### src/rtl/operand_fwd_ctrl.sv
// Operand forwarding and load-use stall control for a single-issue ID->EX stage.
// Tracks the EX and MEM destination slots and selects the forwarding source for each EX operand.
module operand_fwd_ctrl (
    input  logic        clk,
    input  logic        rst_n,
    input  logic        id_valid,
    output logic        id_ready,
    input  logic [4:0]  id_rs1,
    input  logic [4:0]  id_rs2,
    input  logic [4:0]  id_rd,
    input  logic        id_rd_we,
    input  logic        id_is_load,
    input  logic        id_b_sel_imm,
    input  logic        flush,
    output logic        ex_valid,
    output logic [1:0]  a_cmd,
    output logic [1:0]  b_cmd,
    output logic [1:0]  b_imm_cmd,
    output logic [15:0] stall_cnt
);

    localparam logic [1:0] MUX3_ZERO    = 2'd0;
    localparam logic [1:0] MUX3_DEFAULT = 2'd1;
    localparam logic [1:0] MUX3_TOP     = 2'd2;
    localparam logic [1:0] MUX3_BOTTOM  = 2'd3;

    localparam logic [1:0] MUX2_ZERO = 2'd0;
    localparam logic [1:0] MUX2_THIS = 2'd1;
    localparam logic [1:0] MUX2_THAT = 2'd2;

    localparam logic ST_RUN   = 1'b0;
    localparam logic ST_STALL = 1'b1;

    logic       state, state_nxt;

    // ex_valid doubles as the EX slot valid bit.
    logic [4:0] ex_rd;
    logic       ex_we, ex_ld;
    logic       mem_v, mem_we;
    logic [4:0] mem_rd;

    logic       a_ex, a_mem, b_ex, b_mem;
    logic       hazard, issue, stall_hit;
    logic [1:0] a_sel, b_sel, b_imm_sel;

    function automatic logic slot_match(input logic v, input logic we,
                                        input logic [4:0] rd, input logic [4:0] rs);
        return v && we && (rd == rs) && (rs != 5'd0);
    endfunction

    always_comb begin
        a_ex  = slot_match(ex_valid, ex_we, ex_rd, id_rs1);
        a_mem = slot_match(mem_v, mem_we, mem_rd, id_rs1);
        b_ex  = slot_match(ex_valid, ex_we, ex_rd, id_rs2);
        b_mem = slot_match(mem_v, mem_we, mem_rd, id_rs2);
    end

    // EX is checked before MEM so the youngest producer wins.
    always_comb begin
        a_sel = MUX3_DEFAULT;
        if (id_rs1 == 5'd0)
            a_sel = MUX3_ZERO;
        else if (a_ex)
            a_sel = MUX3_TOP;
        else if (a_mem)
            a_sel = MUX3_BOTTOM;

        b_sel     = MUX3_DEFAULT;
        b_imm_sel = MUX2_THAT;
        if (!id_b_sel_imm) begin
            b_imm_sel = MUX2_THIS;
            if (id_rs2 == 5'd0)
                b_sel = MUX3_ZERO;
            else if (b_ex)
                b_sel = MUX3_TOP;
            else if (b_mem)
                b_sel = MUX3_BOTTOM;
        end
    end

    always_comb begin
        hazard    = id_valid && (state == ST_RUN) && ex_ld &&
                    (a_ex || (!id_b_sel_imm && b_ex));
        id_ready  = rst_n && !flush && !hazard;
        issue     = id_valid && id_ready;
        stall_hit = hazard && !flush;
        state_nxt = stall_hit ? ST_STALL : ST_RUN;
    end

    always_ff @(posedge clk) begin
        if (!rst_n) begin
            state     <= ST_RUN;
            ex_valid  <= 1'b0;
            ex_rd     <= '0;
            ex_we     <= 1'b0;
            ex_ld     <= 1'b0;
            mem_v     <= 1'b0;
            mem_rd    <= '0;
            mem_we    <= 1'b0;
            a_cmd     <= MUX3_ZERO;
            b_cmd     <= MUX3_ZERO;
            b_imm_cmd <= MUX2_ZERO;
            stall_cnt <= '0;
        end else begin
            state <= state_nxt;
            if (stall_hit && (stall_cnt != '1))
                stall_cnt <= stall_cnt + 16'd1;

            mem_v  <= ex_valid && !flush;
            mem_rd <= ex_rd;
            mem_we <= ex_we;

            // issue is already false under flush, so this also inserts the flush bubble.
            ex_valid  <= issue;
            ex_rd     <= issue ? id_rd : 5'd0;
            ex_we     <= issue && id_rd_we;
            ex_ld     <= issue && id_is_load;
            a_cmd     <= issue ? a_sel : MUX3_ZERO;
            b_cmd     <= issue ? b_sel : MUX3_ZERO;
            b_imm_cmd <= issue ? b_imm_sel : MUX2_ZERO;
        end
    end

endmodule
### config.mk
export PLATFORM = sky130hd
export DESIGN_NAME = operand_fwd_ctrl
export DESIGN_NICKNAME = d
export VERILOG_FILES = /design/src/rtl/operand_fwd_ctrl.sv
export SDC_FILE = /design/constraint.sdc
export NUM_CORES = 1
export LEC_CHECK = 0
export ABC_AREA = 0
export CELL_PAD_IN_SITES_DETAIL_PLACEMENT = 0
export CELL_PAD_IN_SITES_GLOBAL_PLACEMENT = 1
export CORE_AREA = 2 2 73 75
export CTS_BUF_LIST = sky130_fd_sc_hd__clkbuf_16
export CTS_CLUSTER_DIAMETER = 100
export DETAILED_ROUTE_END_ITERATION = 8
export DIE_AREA = 0 0 75 77
export HOLD_SLACK_MARGIN = 0.02
export PLACE_DENSITY = 0.8
export SYNTH_ARGS = -nofsm -noshare
export SYNTH_HDL_FRONTEND = slang
export SYNTH_SLANG_ARGS = --single-unit
### constraint.sdc
create_clock -name clk -period 6.8 [get_ports clk]
set_clock_uncertainty 0.05 [all_clocks]
set_input_delay 1.7 -clock clk [delete_from_list [all_inputs] [get_ports clk]]
set_output_delay 1.7 -clock clk [all_outputs]
set_load 0.03 [all_outputs]
==> results of run 1 <==
-- worst min-delay path by stage --
stage,startpoint,end,slack (ns),cells past startpoint
floorplan,ex_we$_SDFF_PN0_,mem_we$_SDFF_PN0_,0.38,1
global placement,ex_we$_SDFF_PN0_,mem_we$_SDFF_PN0_,0.40,1
detailed placement,ex_we$_SDFF_PN0_,mem_we$_SDFF_PN0_,0.40,1
CTS,ex_we$_SDFF_PN0_,mem_we$_SDFF_PN0_,0.41,1
global route,ex_we$_SDFF_PN0_,mem_we$_SDFF_PN0_,0.44,1
finish,ex_we$_SDFF_PN0_,mem_we$_SDFF_PN0_,0.41,1
-- power breakdown --
part / internal [mW] / total [mW] / switching [mW] / leakage (nW)
clock network: 0.211 / 0.305 / 0.0944 / 0.0940
registers: 0.225 / 0.228 / 0.00223 / 0.307
logic: 0.0217 / 0.0403 / 0.0186 / 0.518
-- cell families (layout without fill, tap and decap cells) --
| group | after synthesis | count (layout) | synth area share |
|---|---|---|---|
| muxes | 9 | 9 | 0.0482 |
| buffers and inverters | 18 | 66 | 0.0428 |
| and+or+nand+nor | 101 | 101 | 0.313 |
| adders and majority gates | 1 | 1 | 0.00669 |
| DFF | 38 | 38 | 0.407 |
| xor gates and xnor gates | 20 | 20 | 0.0936 |
| AOI/OAI and AO/OA | 21 | 21 | 0.0890 |
-- sequential cells by signal, summed over array words and instances, names as in the netlist --
register / count
b_imm_cmd: 2
stall_cnt: 16
mem_we: 1
ex_rd: 5
ex_ld: 1
ex_we: 1
mem_v: 1
ex_valid: 1
b_cmd: 2
mem_rd: 5
state: 1
a_cmd: 2
-- through the flow --
step                      utilization  power [mW]  hold slack, ns  setup WS [ns]  cells
after floorplan                     -       0.251           0.385           1.46    208
after global placement          0.480       0.273           0.396          0.981    318
after detailed placement        0.480       0.273           0.401          0.971    318
after CTS                       0.519       0.581           0.411          0.943    326
after global routing            0.519       0.594           0.435          0.832    326
final                           0.519       0.573           0.413          0.944    326
-- Yosys cell counts, types with 2 or more instances --
master	number	area [sq um]
sky130_fd_sc_hd__dfxtp_1	38	761
sky130_fd_sc_hd__nand2_1	19	71.3
sky130_fd_sc_hd__nor2_1	16	60.1
sky130_fd_sc_hd__xnor2_1	14	123
sky130_fd_sc_hd__nand2b_1	12	75.1
sky130_fd_sc_hd__nand4_1	12	75.1
sky130_fd_sc_hd__inv_1	10	37.5
sky130_fd_sc_hd__mux2i_1	9	90.1
sky130_fd_sc_hd__and2_1	7	43.8
sky130_fd_sc_hd__nand3_1	7	35.0
sky130_fd_sc_hd__xor2_1	6	52.6
sky130_fd_sc_hd__nor3_1	5	25.0
sky130_fd_sc_hd__buf_2	4	20.0
sky130_fd_sc_hd__o21a_1	4	30.0
sky130_fd_sc_hd__or3_1	4	25.0
sky130_fd_sc_hd__clkbuf_1	3	11.3
sky130_fd_sc_hd__nor4_2	3	37.5
sky130_fd_sc_hd__o311ai_1	3	26.3
sky130_fd_sc_hd__o41ai_1	3	26.3
sky130_fd_sc_hd__and3_1	2	12.5
sky130_fd_sc_hd__nor4_1	2	12.5
-- critical path: cells and delay by family --
family	cells	cell delay, ns
AOI/OAI and AO/OA	2	0.38
buffers and inverters	2	1.17
and+or+nand+nor	3	0.85
-- cell type report --
cell class              instances  area (sq um)
repair buffers                 48           473
fillers                       478          2390
inverters                      10          37.5
clock buffers                   5           125
well taps                      70          87.6
flip-flops and latches         38           761
clock inverters                 3          68.8
multi-input cells             152          1030
-- layer usage --
| metal | vias to the layer above | GRT usage | part of all wire |
|---|---|---|---|
| met1 | 746 | 0.241 | 0.50 |
| li1 | 828 | - | - |
| met5 | - | 0 | 0 |
| met3 | 7 | 0.0355 | 0.038 |
| met4 | 0 | 0.0696 | 0.017 |
| met2 | 42 | 0.243 | 0.45 |
==> run_results.csv, run 1 <==
group,metric,value,unit
die,dieWidth,75,um
yosys,post_synth_num_cell_types,46,
die,core_area,0.00498,sq mm
clocking,cts_tree,"built",
sta,maxSlewViolCount,0,
sta,timing.slew.headroom,0.583,
final_layout,diodes,0,
die,dieArea,0.00578,sq mm
power_and_ir_drop,power.density_cell_area,222,mW/mm^2
detailed_routing,wirelength,4290,um
detailed_routing,route.antenna.remaining_nets,0,
clocking,numCtsBuffers,5,
final_layout,synthToLayoutAreaGrowth,38.1,%
clocking,ctsHtreeMaxLevel,2,
yosys,syn_area,0.00187,sq mm
die,initial_util,0.376,
final_layout,drive_above_1_share,0.0781,
yosys,synth_ff_type,"sky130_fd_sc_hd__dfxtp_1",
yosys,synth-seq-area-share,0.407,
sta,totalNegativeSetupSlack,0,ns
flow_run,reported_max_cap_violation_count,0,
global_route,grt.overflow.total,0,
sta,fin_crit_sh,0.861,
yosys,synth_fp_nets,231,
yosys,synth.avg_cell_area,8.99,sq um
critical_path,worst-endpoint-required,5.05,ns
clocking,post_cts_resized,0,
detailed_routing,detailedRoute.firstPassIterationCount,4,
place,post-dp-hpwl,3150,um
global_route,grt_start_max_net_pins,36,
place,placement.cell_area,0.00239,sq mm
global_route,wire_length_of_the_first_global_routing_pass,7490,um
detailed_routing,route.detailed.wl_per_inst,13.2,um
clocking,cts.sink_count,38,
place,globalplace.congestion,0.820,
global_route,grt_pass1_vias,1544,
critical_path,timing.critical_path.arrival,4.11,ns
sta,finalWorstPathRequiredPeriod,5.86,ns
sta,max_freq,171,MHz
clocking,cts-hold-fix-buffers,0,
critical_path,worst_path_max_delay_cell,"sky130_fd_sc_hd__clkdlybuf4s50_1",
final_layout,highest_count_cells_in_the_layout_ignoring_fill_and_taps,"sky130_fd_sc_hd__clkdlybuf4s50_1 (45), sky130_fd_sc_hd__dfxtp_1 (38), sky130_fd_sc_hd__nand2_1 (19)",
critical_path,setup.worst_path.start_class,"primary input",
sta,report.final.hold_viol_count,0,
yosys,synth_enable_flop_cells,0,
critical_path,crit_end,"id_ready",
run_status,outcome,"completed",
critical_path,cp_max_fo,4,
critical_path,crit_path_max_incr_delay,0.70,ns
clocking,clock_tree.root_cell,"sky130_fd_sc_hd__clkbuf_16",
detailed_routing,drt_iter0_drc,98,
die,die-height,77,um
yosys,post_synth_inst_count,208,
sta,setup_viol,0,
final_layout,layout.cells.most_common,"sky130_fd_sc_hd__clkdlybuf4s50_1",
critical_path,critical_path.endpoint_type,"primary output",
critical_path,reg2reg_to,"b_cmd[1]$_SDFF_PP0_",
yosys,ys_warn_count,0,
worst_hold_path,worstHoldPathType,"reg -> reg",
place,buffer_ports.inserted,45,
critical_path,setup.worst_path.start,"id_rs1[1]",
die,boundaryPins,46,
yosys,flip_flop_and_latch_count_after_synthesis,38,
final_layout,postLayoutCellArea,0.00258,sq mm
global_route,antenna_found_initial,0,
clocking,worst_skew_pair.late_latency,0.28,ns
clocking,clock_tree.buffer_depth,2,
yosys,synth-async-reset-ratio,0,
critical_path,timing.rr.start,"ex_rd[0]$_SDFF_PN0_",
detailed_routing,detail_route.drc_violations,0,
sta,rsz0062_at_grt,"no",
clocking,clk_transition_reported_paths,0.06,ns
die,num_rows,26,
final_layout,fin_nets,278,
clocking,postCtsSetupBuffers,0,
detailed_routing,mean_number_of_vias_per_cell,4.98,
critical_path,setup.reg_to_reg.worst_slack,4.46,ns
global_route,global_route.usage.total,0.169,
detailed_routing,vias,1623,
critical_path,timing.reg2reg.worst_path_depth,7,
power_and_ir_drop,p_leak,0.919,nW
power_and_ir_drop,vdd_ir_drop_max,107,uV
critical_path,setup.worst_path.class,"in -> out",
sta,max_slew.worst_pin.slew,0.624,ns
critical_path,cp_cell_sequence,"clkdlybuf4s50_1, or4_1, nor2_1, o22a_1, nor2_1, a21boi_0, clkdlybuf4s50_1",
No activity file was read; power rests on OpenSTA's default activity.
==> run 2: changes to the inputs <==
- TNS_END_PERCENT: unset -> 30
==> results of run 2 <==
Same layout as run 1: the final DEF is identical, and so are final timing and power.
==> run 3: changes to the inputs <==
- PLACE_DENSITY: 0.8 -> unset
- PLACE_DENSITY_LB_ADDON: unset -> 0.2
- SKIP_LAST_GASP: unset -> 1
==> run_results.csv, run 3 (synthesized netlist as in run 1, its figures left out) <==
group,metric,value,unit
global_route,grt_pass1_vias,1530,
clocking,clk_transition_reported_paths,0.06,ns
sta,fin_crit_sh,0.856,
clocking,numCtsBuffers,5,
global_route,wire_length_of_the_first_global_routing_pass,7280,um
power_and_ir_drop,p_int,0.420,mW
final_layout,largest_register_ff_count,16,
sta,rsz0062_at_grt,"no",
detailed_routing,vias,1596,
flow_run,reported_max_cap_violation_count,0,
clocking,clock_tree.buffer_depth,2,
final_layout,reg.largest.list,"stall_cnt x16, ex_rd x5, mem_rd x5",
detailed_routing,wirelength,4280,um
die,num_rows,26,
critical_path,timing.critical_path.arrival,4.07,ns
global_route,grt.overflow.total,0,
sta,max_slew.worst_pin.slew,1.14,ns
clocking,ctsHtreeMaxLevel,2,
final_layout,synthToLayoutAreaGrowth,36.7,%
critical_path,setup.worst_path.class,"in -> out",
die,core_area,0.00498,sq mm
final_layout,highest_count_cells_in_the_layout_ignoring_fill_and_taps,"sky130_fd_sc_hd__clkdlybuf4s50_1 (45), sky130_fd_sc_hd__dfxtp_1 (38), sky130_fd_sc_hd__nand2_1 (19)",
global_route,antenna_found_initial,0,
critical_path,worst-endpoint-required,5.05,ns
final_layout,diodes,0,
detailed_routing,detail_route.drc_violations,0,
power_and_ir_drop,p_leak,0.896,nW
final_layout,register_with_the_most_flip_flops,"stall_cnt",
die,die-height,77,um
final_layout,fin_nets,277,
power_and_ir_drop,power_switching,0.111,mW
place,post-dp-hpwl,3130,um
detailed_routing,mean_number_of_vias_per_cell,4.91,
die,dieWidth,75,um
global_route,grt_most_used_layer,"met2",
clocking,cts-hold-fix-buffers,0,
run_status,outcome,"completed",
place,buffer_ports.inserted,45,
power_and_ir_drop,pwr-share-comb,0.076,
detailed_routing,drt_iter0_drc,52,
critical_path,setup.worst_path.start_class,"primary input",
global_route,global_route.usage.total,0.161,
final_layout,layout.cells.most_common,"sky130_fd_sc_hd__clkdlybuf4s50_1",
clocking,cts_tree,"built",
global_route,met1_usage,0.229,
die,dieArea,0.00578,sq mm
power_and_ir_drop,power.clock.fraction,0.496,
worst_hold_path,worstHoldPathType,"reg -> reg",
global_route,met3_usage,0.0473,
clocking,post_cts_resized,0,
clocking,postCtsSetupBuffers,0,
sta,report.final.hold_viol_count,0,
final_layout,drive_above_1_share,0.0784,
clocking,clock_tree.root_cell,"sky130_fd_sc_hd__clkbuf_16",
clocking,worst_skew_pair.late_latency,0.28,ns
place,globalplace.congestion,0.717,
critical_path,setup.reg_to_reg.worst_slack,4.33,ns
power_and_ir_drop,swShare,0.209,
sta,maxSlewViolCount,0,
global_route,globalRouteMet2Util,0.231,
sta,setup_viol,0,
detailed_routing,route.antenna.remaining_nets,0,
global_route,grt_start_max_net_pins,36,
sta,max_freq,172,MHz
detailed_routing,detailedRoute.firstPassIterationCount,4,
critical_path,critical_path.endpoint_type,"primary output",
sta,finalWorstPathRequiredPeriod,5.82,ns
detailed_routing,route.detailed.wl_per_inst,13.2,um
sta,timing.slew.headroom,0.231,
sta,totalNegativeSetupSlack,0,ns
final_layout,final_core_util,0.514,
power_and_ir_drop,power.sequential.fraction,0.428,
power_and_ir_drop,vdd_ir_drop_max,132,uV
clocking,cts.sink_count,38,
power_and_ir_drop,power.density_cell_area,208,mW/mm^2
critical_path,cp_max_fo,4,
die,initial_util,0.376,
die,boundaryPins,46,
[run 3: final timing paths]
kind	from	endpoint	cells after the start
setup / recovery	id_rs1[1]	id_ready	7
hold reg to reg	ex_we$_SDFF_PN0_	mem_we$_SDFF_PN0_	1
setup reg to reg	stall_cnt[0]$_SDFFE_PN0P_	stall_cnt[7]$_SDFFE_PN0P_	6
hold / removal	ex_we$_SDFF_PN0_	mem_we$_SDFF_PN0_	1
[run 3: cell type report]
type	instances	area, sq um
Inverter	10	37.5
Multi-Input combinational cell	152	1040
Fill cell	488	2420
Clock inverter	3	45.0
Clock buffer	5	125
Timing Repair Buffer	47	465
Sequential cell	38	761
Tap cell	70	87.6
[run 3: per-layer routing]
| layer | part of all wire | routed length, um |
|---|---|---|
| met5 | 0 | 0 |
| met4 | 0.014 | 61 |
| met3 | 0.051 | 220 |
| met2 | 0.44 | 1900 |
| met1 | 0.49 | 2090 |
[run 3: worst max-delay path, stage by stage]
cell,delay (ns)
sky130_fd_sc_hd__clkdlybuf4s50_1,0.47
sky130_fd_sc_hd__or4_1,0.55
sky130_fd_sc_hd__nor2_1,0.22
sky130_fd_sc_hd__o22a_1,0.21
sky130_fd_sc_hd__nor2_1,0.05
sky130_fd_sc_hd__a21boi_0,0.16
sky130_fd_sc_hd__clkdlybuf4s50_1,0.71
[run 3: power groups by stage]
stage                     logic, mW  registers (mW)  clock network, mW
after detailed placement     0.0404           0.233                  0
after CTS                    0.0407           0.228              0.268
final                        0.0403           0.228              0.263
after global placement       0.0401           0.233                  0
after floorplan              0.0170           0.234                  0
after global routing         0.0442           0.228              0.279
[run 3: metrics by stage]
step                      setup WS, ns  area [sq um]  total power, mW  std cells  hold slack, ns
after CTS                        0.963          2560            0.537        325           0.426
after global routing             0.865          2560            0.551        325           0.439
after floorplan                   1.46          1870            0.251        208           0.385
after global placement           0.987          2390            0.273        317           0.394
after detailed placement         0.987          2390            0.273        317           0.412
final                            0.981          2560            0.531        325           0.424
